File: src/rtl/fix2flt_conv.sv
// Signed 8.8 fixed-point to IEEE-754 half-precision converter, memory-mapped, start/done handshake.
// Optional macro FIX2FLT_RNE_EN selects round-to-nearest-even; default build truncates.
module fix2flt_conv #(
  parameter logic [7:0] IN_LO_ADDR  = 8'd0,
  parameter logic [7:0] OUT_LO_ADDR = 8'd4
) (
  input  logic       clk,
  input  logic       reset,
  input  logic       start,
  output logic       done,
  output logic       busy,
  output logic [7:0] mem_addr,
  output logic [7:0] mem_wdata,
  output logic       mem_we,
  input  logic [7:0] mem_rdata
);

  localparam int unsigned BIAS     = 15;
  localparam logic [4:0]  EXP_INIT = 5'(BIAS + 7);

  typedef enum logic [3:0] {
    IDLE, RD_LO, RD_HI, ABS, NORM, RND, WR_LO, WR_HI, FIN
  } state_t;

  state_t      state, state_nxt;
  logic        start_q;
  logic [15:0] v;
  logic        sign;
  logic [15:0] mag;
  logic [4:0]  exp_q;
  logic        zero;
  logic [15:0] result;

  logic [9:0]  mant_out;
  logic [4:0]  exp_out;
  logic [15:0] rnd_result;

  always_ff @(posedge clk) begin
    if (reset) begin
      state   <= IDLE;
      start_q <= 1'b0;
    end else begin
      state   <= state_nxt;
      start_q <= start;
    end
  end

  always_ff @(posedge clk) begin
    case (state)
      RD_LO: v[7:0]  <= mem_rdata;
      RD_HI: v[15:8] <= mem_rdata;
      ABS: begin
        sign  <= v[15];
        mag   <= v[15] ? (~v + 16'd1) : v;
        exp_q <= EXP_INIT;
        zero  <= 1'b0;
      end
      NORM: begin
        if (mag == '0) begin
          zero <= 1'b1;
        end else if (!mag[15]) begin
          mag   <= mag << 1;
          exp_q <= exp_q - 5'd1;
        end
      end
      RND:     result <= rnd_result;
      default: ;
    endcase
  end

  // mag[15] is the hidden bit once normalized; guard is mag[4], sticky is mag[3:0].
  always_comb begin
    mant_out = mag[14:5];
    exp_out  = exp_q;
`ifdef FIX2FLT_RNE_EN
    if (mag[4] && ((|mag[3:0]) || mag[5])) begin
      if (&mag[14:5]) begin
        mant_out = '0;
        exp_out  = exp_q + 5'd1;
      end else begin
        mant_out = mag[14:5] + 10'd1;
      end
    end
`endif
    rnd_result = zero ? '0 : {sign, exp_out, mant_out};
  end

  always_comb begin
    state_nxt = state;
    done      = 1'b0;
    mem_we    = 1'b0;
    mem_addr  = '0;
    mem_wdata = '0;
    case (state)
      IDLE:  if (start_q && !start) state_nxt = RD_LO;
      RD_LO: begin
        mem_addr  = IN_LO_ADDR;
        state_nxt = RD_HI;
      end
      RD_HI: begin
        mem_addr  = IN_LO_ADDR + 8'd1;
        state_nxt = ABS;
      end
      ABS:   state_nxt = NORM;
      NORM:  if ((mag == '0) || mag[15]) state_nxt = RND;
      RND:   state_nxt = WR_LO;
      WR_LO: begin
        mem_we    = 1'b1;
        mem_addr  = OUT_LO_ADDR;
        mem_wdata = result[7:0];
        state_nxt = WR_HI;
      end
      WR_HI: begin
        mem_we    = 1'b1;
        mem_addr  = OUT_LO_ADDR + 8'd1;
        mem_wdata = result[15:8];
        state_nxt = FIN;
      end
      FIN: begin
        done      = 1'b1;
        state_nxt = IDLE;
      end
      default: state_nxt = IDLE;
    endcase
  end

  assign busy = (state != IDLE);

endmodule

File: config.mk
export PLATFORM = sky130hd
export DESIGN_NAME = fix2flt_conv
export DESIGN_NICKNAME = d
export VERILOG_FILES = /design/src/rtl/fix2flt_conv.sv
export SDC_FILE = /design/constraint.sdc
export NUM_CORES = 1
export LEC_CHECK = 0
export BUFFER_PORTS_ARGS = -buffer_cell sky130_fd_sc_hd__buf_4
export CORE_AREA = 2 2 111 113
export DETAILED_ROUTE_END_ITERATION = 8
export DIE_AREA = 0 0 113 115
export PLACE_DENSITY = 0.5
export SYNTH_ARGS = -nofsm -noshare
export SYNTH_HDL_FRONTEND = slang
export SYNTH_SLANG_ARGS = --single-unit
export TNS_END_PERCENT = 20
File: constraint.sdc
create_clock -name clk -period 4.7 [get_ports clk]
set_input_delay 0.94 -clock clk [delete_from_list [all_inputs] [get_ports clk]]
set_output_delay 0.94 -clock clk [all_outputs]
set_load 0.01 [all_outputs]
==> out/results.ini, run 1 <==
[run_status]
status = complete, but fails checks
violations = design-rule violations

[yosys]
yosysSeqAreaShare_pct = 61.03
synth_common_cells = edfxtp_1, a21oi_1, nor2_1
synthSimpleGateAreaFrac_pct = 13.86
synthAdderAreaFrac_pct = 0.8718
async_flop_share_pct = 0
synth.most_common_cell = edfxtp_1
ys_top_cells_by_area = edfxtp_1, xor2_1, a21oi_1
synthXorXnorAreaFrac_pct = 5.493
yosysWarnings = 0
synth_edf_count = 55
syn_area_per_cell_sq_um = 12.16
yosysTopAreaCell = edfxtp_1
synth_top_area_share_pct = 57.54
synth_compound_area_share_pct = 10.03
synth_top_flop_cell = edfxtp_1
syn-cell-area_sq_um = 2870
synth_top_family_by_area = simple AND/OR/NAND/NOR gates
synth-seq-cells = 60
netlist_instances = 236
synthMuxAreaShare_pct = 3.139
synth.distinct_cells = 39

[drt]
drtPass1Iterations = 8
wire_per_inst_um = 12.59
drtIter0Drc = 107
vias = 1728
vias_per_cell = 4.225
wirelength_um = 5150
drtAntennaViolNets = 0
drc_errors = 4

[clock_network]
cts_setup_buffers = 0
cts_buffer_depth = 2
clkTransAtPathRegs_ps = 50
post_cts_resized = 0
clock_latency_ps = 320
h-tree-depth = 3
ctsHoldBuffers = 0
cts_root_buffer = clkbuf_16
cts_tree = done
cts.sinks = 60
cts_buffers = 9

[grt]
grt_overflow = 0
grt_util_all_layers_pct = 8.648
grt_first_pass_wirelength_um = 8714
grt_max_degree = 26
antenna_found_initial = 0
grt_pass1_vias = 1715

[timing]
setup_viol = 0
rsz0062_at_grt = false
clock-skew-final_ps = 5.851
drv_slew = 0
tns_ps = 0
relSlewSlack_pct = 16.09
fin_crit_sh_pct = 54.62
finalCriticalPeriod_ps = 2567
whs_ps = 581.0
finalHoldViolCount = 0
max_freq_mhz = 389.6
tightest_slew_ps = 1254

[worst_setup_path]
end_kind = output pin
worstSetupPathType = flip-flop to output pin
timing.critical_path.required_ps = 3760
cp_slowest_stage_delay_ps = 780
path_buf_inv = 1
crit_fanout = 16
critical-path-top-delay-family = flip-flops
crit_slowest_cell = dfxtp_1
r2r-start = state[0]$_SDFFE_PP0P_
critPathLaunchType = flip-flop
crit_chain = xor2_1 > nor3b_1 > buf_4
worstSetupStartpoint = state[0]$_SDFFE_PP0P_
arrival_ps = 1630

[finish]
final_layout_size_suffix_gt1_share_pct = 17.18
n_antenna_cell = 0
design_area_sq_um = 3461
layout.nets = 270
fin_cells = 409
area_growth_pct = 20.58

[power]
p_leak_uw = 0.001252
peakVddDrop_mv = 0.2053
fin_total_pwr_uw = 1339
p_per_area_nw_per_um2 = 386.9

[worst_hold_path]
hp-class = flip-flop to flip-flop
hold_start = mag[15]$_DFFE_PP_

[placement]
port_buffers = 23
gp_congestion = 0.7870
post_dp_cell_area_sq_um = 3153
post-place-cells = 393
post-dp-hpwl_um = 3758

[floorplan]
io_pins = 30
fp.dieW_um = 113
core_area_sq_um = 11810
rows = 40
die_area_sq_um = 13000
start_util_pct = 24.30
die_h_um = 115

[flow_run]
cap_violations = 0

report_power, final:
group	total, uW	internal [uW]	switching, uW
clock	669	457	212
sequential	610	596	14.6
combinational	59.3	28.4	30.8
registers in the layout, indices dropped and copies added (netlist names):
register / count
exp_out: 5
mag: 16
result: 16
sign: 1
start_q: 1
state: 4
v: 16
zero: 1
metrics by stage:
stage          utilization (%)  setup WS (ps)
6_report                 29.30           2133
5_1_grt                  29.30           1985
4_1_cts                  29.30           2085
3_5_place_dp             26.69           2241
3_3_place_gp             26.69           2290
2_1_floorplan                -           2028
area by class of cell:
| type | count | area, sq um |
|---|---|---|
| Clock buffer | 10 | 229.0 |
| Clock inverter | 6 | 78.83 |
| Fill cell | 1224 | 8351 |
| Inverter | 9 | 33.78 |
| Multi-Input combinational cell | 150 | 980.9 |
| Sequential cell | 60 | 1752 |
| Tap cell | 147 | 183.9 |
| Timing Repair Buffer | 27 | 202.7 |
routing by layer:
layer / track usage [%] / vias up / wire (um)
li1: - / 886 / -
met1: 11.45 / 800 / 2523
met2: 12.93 / 35 / 2310
met3: 2.847 / 7 / 223
met4: 3.902 / 0 / 93
met5: 0 / - / 0
cells by family after synthesis:
kind of cell / after synthesis
AO/OA/AOI/OAI: 41
other: 1
multiplexers: 9
AND/OR/NAND/NOR: 74
flip-flops: 60
buffers and inverters: 31
adder cells (fa/ha/maj): 2
XOR/XNOR: 18
placed cells by master (no fill, tap or decap), types with 2 or more instances in the layout:
| cell type | n |
|---|---|
| xor2_1 | 15 |
| dfxtp_1 | 5 |
| o21ai_0 | 8 |
| buf_4 | 27 |
| clkbuf_16 | 9 |
| nor3_1 | 5 |
| nor2b_1 | 15 |
| or4_1 | 2 |
| bufinv_16 | 2 |
| edfxtp_1 | 55 |
| conb_1 | 6 |
| nand2b_1 | 4 |
| xnor2_1 | 3 |
| nor2_1 | 18 |
| mux2i_1 | 9 |
| nand2_1 | 10 |
| a211oi_1 | 2 |
| nor4_1 | 6 |
| o31ai_1 | 5 |
| ha_1 | 2 |
| inv_1 | 9 |
| a21oi_1 | 20 |
| clkinv_1 | 3 |
| nand3_1 | 5 |
| o41ai_4 | 2 |
worst paths after layout:
check / cells past startpoint / slack (ps) / end
max: 3 / 2130 / mem_addr[0]
min: 1 / 580 / state[0]$_SDFFE_PP0P_
max reg2reg: 6 / 2260 / mag[0]$_DFFE_PP_
min reg2reg: 1 / 580 / state[0]$_SDFFE_PP0P_
Note: power is estimated with default switching activity, not from simulation.
==> run 2, diff against run 1 <==
--- a/config.mk
+++ b/config.mk
@@ -5,10 +5,11 @@
 export SDC_FILE = /design/constraint.sdc
 export NUM_CORES = 1
 export LEC_CHECK = 0
+export ABC_AREA = 1
 export BUFFER_PORTS_ARGS = -buffer_cell sky130_fd_sc_hd__buf_4
-export CORE_AREA = 2 2 111 113
+export CORE_AREA = 2 2 114 116
 export DETAILED_ROUTE_END_ITERATION = 8
-export DIE_AREA = 0 0 113 115
+export DIE_AREA = 0 0 116 118
 export PLACE_DENSITY = 0.5
 export SYNTH_ARGS = -nofsm -noshare
 export SYNTH_HDL_FRONTEND = slang
==> constraint.sdc (replaced) <==
create_clock -name clk -period 2.6 [get_ports clk]
set_input_delay 0.52 -clock clk [delete_from_list [all_inputs] [get_ports clk]]
set_output_delay 0.52 -clock clk [all_outputs]
set_load 0.01 [all_outputs]
==> run 2 against run 1 <==
Against the previous run: the flow now finishes without violations; total power rose by 96%; via count rose by 23%; die area grew 5.3%; first-iteration DRC count down 30%; sequential power increased by 93%; critical endpoint is now mem_wdata[4]; largest power group is now registers.
==> out/results.ini, run 2 <==
[power]
p_seq_share_pct = 45.1  ; -0.5 points
p_leak_uw = 0.001524  ; +22%
p_per_area_nw_per_um2 = 722.6  ; +87%
switching_share_pct = 24.22  ; +5.0 points
internal-power_uw = 1992  ; +84%
comb_power_share_pct = 11.0  ; +6.6 points
pwr-share-clk_pct = 44.0  ; -6.0 points
p_sw_uw = 636.7  ; +150%
peakVddDrop_mv = 0.3916  ; +91%
fin_total_pwr_uw = 2629  ; +96%

[clock_network]
post_cts_resized = 0  ; unchanged
cts_setup_buffers = 0  ; unchanged
h-tree-depth = 3  ; unchanged
cts_buffer_depth = 2  ; unchanged
cts_buffers = 9  ; unchanged
cts_root_buffer = clkbuf_16
clock_latency_ps = 330  ; about the same
cts_tree = done
cts.sinks = 60  ; unchanged
ctsHoldBuffers = 0  ; unchanged
clkTransAtPathRegs_ps = 50  ; about the same

[drt]
wire_per_inst_um = 11.59  ; -8.0%
vias_per_cell = 4.036  ; -4.5%
drc_errors = 0  ; -4
wirelength_um = 6094  ; +18%
vias = 2123  ; +23%
drtIter0Drc = 75  ; -30%
drtPass1Iterations = 4  ; -4
drtAntennaViolNets = 0  ; unchanged

[worst_setup_path]
end_kind = output pin
regToRegSetupSlack_ps = 910  ; -1350 ps
critPathLaunchType = flip-flop
timing.critical_path.required_ps = 2080  ; -1680 ps
arrival_ps = 1560  ; -70 ps
crit_fanout = 9  ; -7
worstSetupPathType = flip-flop to output pin

[finish]
n_antenna_cell = 0  ; unchanged
fin_util_pct = 29.31  ; about the same
area_growth_pct = 20.26
design_area_sq_um = 3638  ; +5.1%
layout_common_cells = nand2_1, edfxtp_1, nor2_1, inv_1, nand3_1
final_layout_size_suffix_gt1_share_pct = 18.08  ; +0.90 points
layout.nets = 362  ; +34%
mostFrequentLayoutCell = nand2_1
largestRegisters = mag (16), result (16), v (16)

[yosys]
synth_top_area_share_pct = 54.59  ; -3.0 points
synthMuxAreaShare_pct = 0  ; -3.1 points
synth_compound_area_share_pct = 5.170  ; -4.9 points
yosysWarnings = 0  ; unchanged
synth_top_flop_cell = edfxtp_1
netlist_instances = 322  ; +36%
yosysTopAreaCell = edfxtp_1
syn-cell-area_sq_um = 3025  ; +5.4%
synthAdderAreaFrac_pct = 0.8271  ; -0.045 points
synthSimpleGateAreaFrac_pct = 26.01  ; +12 points
synth-seq-cells = 60  ; unchanged
synth_top_family_by_area = simple AND/OR/NAND/NOR gates
yosysSeqAreaShare_pct = 57.90  ; -3.1 points
synth.distinct_cells = 38  ; -2.6%
synth_edf_count = 55  ; unchanged
async_flop_share_pct = 0  ; unchanged
ys_top_cells_by_area = edfxtp_1, nand2_1, nand3_1
synth_common_cells = nand2_1, edfxtp_1, nor2_1
syn_area_per_cell_sq_um = 9.396  ; -23%
synthXorXnorAreaFrac_pct = 0.2895  ; -5.2 points
synth.most_common_cell = nand2_1

[timing]
setup_slack_ps = 521.9  ; -1611 ps
rsz0062_at_grt = false
max_freq_mhz = 481.2
tightest_slew_ps = 640.5  ; -613.6 ps
clock-skew-final_ps = 7.451  ; +1.599 ps
finalCriticalPeriod_ps = 2078
tns_ps = 0  ; unchanged
finalHoldViolCount = 0  ; unchanged
drv_slew = 0  ; unchanged
fin_crit_sh_pct = 79.93
relSlewSlack_pct = 57.30  ; +41 points
setup_viol = 0  ; unchanged

[floorplan]
fp.dieW_um = 116  ; +2.7%
io_pins = 30  ; unchanged
core_area_sq_um = 12410  ; +5.1%
rows = 41  ; +2.5%
die_h_um = 118  ; +2.6%
die_area_sq_um = 13690  ; +5.3%
start_util_pct = 24.37  ; +0.069 points

[placement]
gp_congestion = 0.7382  ; -6.2%
place_ws_ps = 853.1  ; -1388 ps
port_buffers = 23  ; unchanged
post_dp_cell_area_sq_um = 3343  ; +6.0%
post-dp-hpwl_um = 4573  ; +22%

[grt]
grt_overflow = 0  ; unchanged
grt_max_degree = 21  ; -19%
grt_util_all_layers_pct = 9.596  ; +0.95 points
grt_pass1_vias = 2101  ; +23%
grt_first_pass_wirelength_um = 10250  ; +18%
antenna_found_initial = 0  ; unchanged

[flow_run]
cap_violations = 0  ; unchanged

[run_status]
status = finished clean

[worst_hold_path]
hp-class = input port to flip-flop

[run 2: changes by cell type in the layout (fill, tap and decap cells not counted), moves of 5 or more]
cell,change
nand3_1,+33
mux2i_1,-9
nand2_1,+56
nor2_1,+32
o31ai_1,-5
inv_1,+30
nor2b_1,-15
a21oi_1,-13
nand2_2,+5
xor2_1,-15
[run 2: metal layers]
layer	vias up	GRT usage, %	wire [um]
li1	1106	-	-
met4	0	3.795	111
met1	959	12.95	3069
met2	47	14.18	2650
met3	11	3.090	263
met5	-	0	0
[run 2: kinds of logic after synthesis]
group / after synthesis
compound gates: 26
xor+xnor: 1
fa+ha+maj: 2
buf+inv: 59
flops: 60
other cells: 1
simple gates: 173
[run 2: stage by stage]
step,hold slack (ps),std cells
2_1_floorplan,421.8,327
3_3_place_gp,459.3,510
3_5_place_dp,470.7,510
4_1_cts,372.2,526
5_1_grt,374.2,526
6_report,378.8,526
[run 2: path summary, 6_finish.rpt]
| check | from | endpoint | cells past startpoint |
|---|---|---|---|
| min reg2reg | state[3]$_SDFFE_PP0P_ | state[1]$_SDFFE_PP0P_ | 1 |
| max | state[1]$_SDFFE_PP0P_ | mem_wdata[4] | 5 |
| max reg2reg | v[15]$_DFFE_PP_ | mag[14]$_DFFE_PP_ | 5 |
| min | mem_rdata[4] | v[12]$_DFFE_PP_ | 1 |
[run 2: cell type report]
type	instances	area (sq um)
Clock buffer	11	242.7
Clock inverter	5	52.55
Fill cell	1335	8776
Inverter	44	172.7
Multi-Input combinational cell	208	1008
Sequential cell	60	1752
Tap cell	172	215.2
Timing Repair Buffer	26	195.2
[run 2: critical path: stages (launching register included)]
cell     delay, ps
dfxtp_1        450
inv_1          100
nor2_2         320
nand3_1        160
nand2_1         90
buf_4          120
[run 2: power groups by stage]
stage               logic (uW)  registers (uW)  clock network (uW)
floorplan                  223            1180                   0
global placement           289            1200                   0
detailed placement         293            1200                   0
CTS                        294            1180                1180
global route               331            1190                1220
finish                     289            1180                1160
==> run 3, diff against run 2 <==
==> config.mk (replaced) <==
export PLATFORM = sky130hd
export DESIGN_NAME = fix2flt_conv
export DESIGN_NICKNAME = d
export VERILOG_FILES = /design/src/rtl/fix2flt_conv.sv
export SDC_FILE = /design/constraint.sdc
export NUM_CORES = 1
export LEC_CHECK = 0
export ABC_AREA = 0
export BUFFER_PORTS_ARGS = -buffer_cell sky130_fd_sc_hd__buf_4
export CORE_AREA = 2 2 111 113
export DETAILED_ROUTE_END_ITERATION = 8
export DIE_AREA = 0 0 113 115
export PLACE_DENSITY = 0.51
export SYNTH_ARGS = -nofsm -noshare
export SYNTH_HDL_FRONTEND = slang
export SYNTH_SLANG_ARGS = --single-unit
export TNS_END_PERCENT = 20
==> constraint.sdc (replaced) <==
create_clock -name clk -period 1.8 [get_ports clk]
set_input_delay 0.36 -clock clk [delete_from_list [all_inputs] [get_ports clk]]
set_output_delay 0.36 -clock clk [all_outputs]
set_load 0.01 [all_outputs]
==> run 3 against run 2 <==
Against the previous run: the run now ends with design-rule violations, negative setup slack left; register-to-register slack worse by 1100 ps; sequential cell count unchanged; combinational power down 29%; sequential power up 34%; first-iteration DRC count up 33%; setup slack worse by 690 ps.
==> out/results.ini, run 3 (synthesis results as in run 1) <==
[run_status]
status = complete, but fails checks
violations = design-rule violations, negative setup slack

[power]
fin_total_pwr_uw = 3560  ; +35%
p_per_area_nw_per_um2 = 953.9  ; +32%
peakVddDrop_mv = 0.5537  ; +41%
switching_share_pct = 19.89  ; -4.3 points
p_leak_uw = 0.001399  ; -8.2%
p_sw_uw = 708.0  ; +11%
internal-power_uw = 2852  ; +43%
pwr-share-clk_pct = 49.9  ; +5.9 points
comb_power_share_pct = 5.7  ; -5.3 points
p_seq_share_pct = 44.4  ; -0.7 points

[worst_setup_path]
worstSetupPathType = flip-flop to flip-flop
r2r_cells = 5  ; unchanged
rr_endpoint = mag[13]$_DFFE_PP_
arrival_ps = 2030  ; +470 ps
regToRegSetupSlack_ps = -170  ; -1080 ps
timing.critical_path.required_ps = 1860  ; -220 ps
end_kind = flip-flop
critPathLaunchType = flip-flop
crit_fanout = 3  ; -6
critPathCapture = mag[13]$_DFFE_PP_
crit_slowest_cell = or4_4
r2r-start = v[0]$_DFFE_PP_
worstSetupStartpoint = v[0]$_DFFE_PP_
crit_chain = or4_4 > buf_6 > o41ai_4 > xor2_1 > a21oi_1
cp_slowest_stage_delay_ps = 550  ; +100 ps

[placement]
port_buffers = 23  ; unchanged
gp_congestion = 0.7524  ; +1.9%
post-dp-hpwl_um = 3894  ; -15%

[timing]
clock-skew-final_ps = 4.520  ; -2.931 ps
max_freq_mhz = 508.3
drv_slew = 0  ; unchanged
tightest_slew_ps = 775.6  ; +135.1 ps
tns_ps = -1009  ; -1009 ps
fin_crit_sh_pct = 109.3
setup_viol = 10  ; +10
setup_slack_ps = -167.3  ; -689.3 ps
relSlewSlack_pct = 48.29  ; -9.0 points
finalCriticalPeriod_ps = 1967
rsz0062_at_grt = true
finalHoldViolCount = 0  ; unchanged
whs_ps = 223.4  ; -155.4 ps

[drt]
drtPass1Iterations = 6  ; +2
top_layer = met4
wire_per_inst_um = 12.58  ; +8.6%
drt-met1-wl_um = 2773  ; -9.6%
dr_wl_met3_um = 206  ; -22%
wirelength_um = 5411  ; -11%
drtIter0Drc = 100  ; +33%
vias = 1792  ; -16%
drc_errors = 4  ; +4
wl_met2_um = 2358  ; -11%
drtAntennaViolNets = 0  ; unchanged
vias_per_cell = 4.167  ; +3.3%

[grt]
grt_max_degree = 25  ; +19%
grt_first_pass_wirelength_um = 9246  ; -9.8%
grt_overflow = 0  ; unchanged
grt_util_all_layers_pct = 9.074  ; -0.52 points
antenna_found_initial = 0  ; unchanged
grt_pass1_vias = 1819  ; -13%

[floorplan]
core_area_sq_um = 11810  ; -4.9%
rows = 40  ; -2.4%
die_h_um = 115  ; -2.5%
fp.dieW_um = 113  ; -2.6%
die_area_sq_um = 13000  ; -5.1%
io_pins = 30  ; unchanged
start_util_pct = 24.30  ; -0.069 points

[worst_hold_path]
hp-class = input port to flip-flop
holdPathStages = 1  ; unchanged

[finish]
mostFrequentLayoutCell = edfxtp_1
layout_common_cells = edfxtp_1, buf_4, a21oi_1, nor2_1, nor2b_1
area_growth_pct = 30.03
largestRegisters = mag (16), result (16), v (16)
layout.nets = 291  ; -20%
final_layout_size_suffix_gt1_share_pct = 29.33  ; +11 points
n_antenna_cell = 0  ; unchanged
fill_cells = 1208  ; -9.5%

[clock_network]
clkTransAtPathRegs_ps = 50  ; about the same
cts_tree = done
cts.sinks = 60  ; unchanged
h-tree-depth = 3  ; unchanged
cts_buffer_depth = 2  ; unchanged
clock_latency_ps = 320  ; about the same
cts_root_buffer = clkbuf_16
cts_buffers = 9  ; unchanged

[flow_run]
cap_violations = 0  ; unchanged

==> run 3: cell count changes in the layout (fill, tap and decap cells not counted), sizes merged, moves of 5 or more <==
cell / change
nand2: -62
o21ai: -6
o31ai: +5
xor2: +15
nor2b: +15
nor2: -36
inv: -34
a21oi: +12
mux2i: +9
buf: +22
nand3: -34
==> run 3: per-stage QoR <==
step	utilization [%]	setup slack, ps	instance area [sq um]	cells
6_report	31.60	-167.3	3732	430
4_1_cts	31.30	-154.0	3697	431
3_3_place_gp	28.40	-143.8	3354	413
5_1_grt	31.60	-229.2	3732	430
3_5_place_dp	28.40	-177.6	3354	413
2_1_floorplan	-	-183.2	2960	241
==> run 3: timing repair <==
| item | in CTS | in global routing |
|---|---|---|
| gates resized for setup | 5 | 9 |
| hold buffers | 0 | 0 |
| pin swaps | 11 | 8 |
| setup buffers | 2 | 0 |
| hold endpoints to repair | 0 | 0 |
| setup endpoints to repair | 21 | 22 |
==> run 3: power groups by stage <==
stage / Combinational (uW) / Sequential (uW) / Clock [uW]
floorplan: 135 / 1600 / 0
global placement: 194 / 1610 / 0
detailed placement: 197 / 1610 / 0
CTS: 202 / 1580 / 1820
global route: 228 / 1580 / 1910
finish: 204 / 1580 / 1780
==> run 3: worst min-delay path by stage <==
stage	start	endpoint	slack, ps
floorplan	reset	start_q$_SDFF_PP0_	430
global placement	state[2]$_SDFFE_PP0P_	state[3]$_SDFFE_PP0P_	490
detailed placement	state[2]$_SDFFE_PP0P_	state[3]$_SDFFE_PP0P_	500
CTS	mem_rdata[5]	v[5]$_DFFE_PP_	210
global route	mem_rdata[5]	v[5]$_DFFE_PP_	210
finish	mem_rdata[5]	v[5]$_DFFE_PP_	220
==> run 3: final cells by class <==
type                            count  area [sq um]  share of cell area [%]
Clock inverter                      6         78.83                   2.112
Sequential cell                    60          1758                   47.10
Timing Repair Buffer               48         380.4                   10.19
Inverter                            9         38.79                   1.039
Clock buffer                       10         229.0                   6.135
Tap cell                          147         183.9                   4.928
Multi-Input combinational cell    150          1064                   28.49
==> run 3: critical path: cells and delay by family, from the launching register on <==
family	cells	cell delay, ps
XOR/XNOR	1	200
buffers and inverters	1	140
AND/OR/NAND/NOR	1	550
AO/OA/AOI/OAI	2	410
flip-flops	1	410
==> run 3: per-layer routing <==
layer  GRT usage [%]  up-vias
met4           3.171        0
li1                -      928
met1           12.64      826
met3           2.741        6
met2           13.45       32
met5               0        -
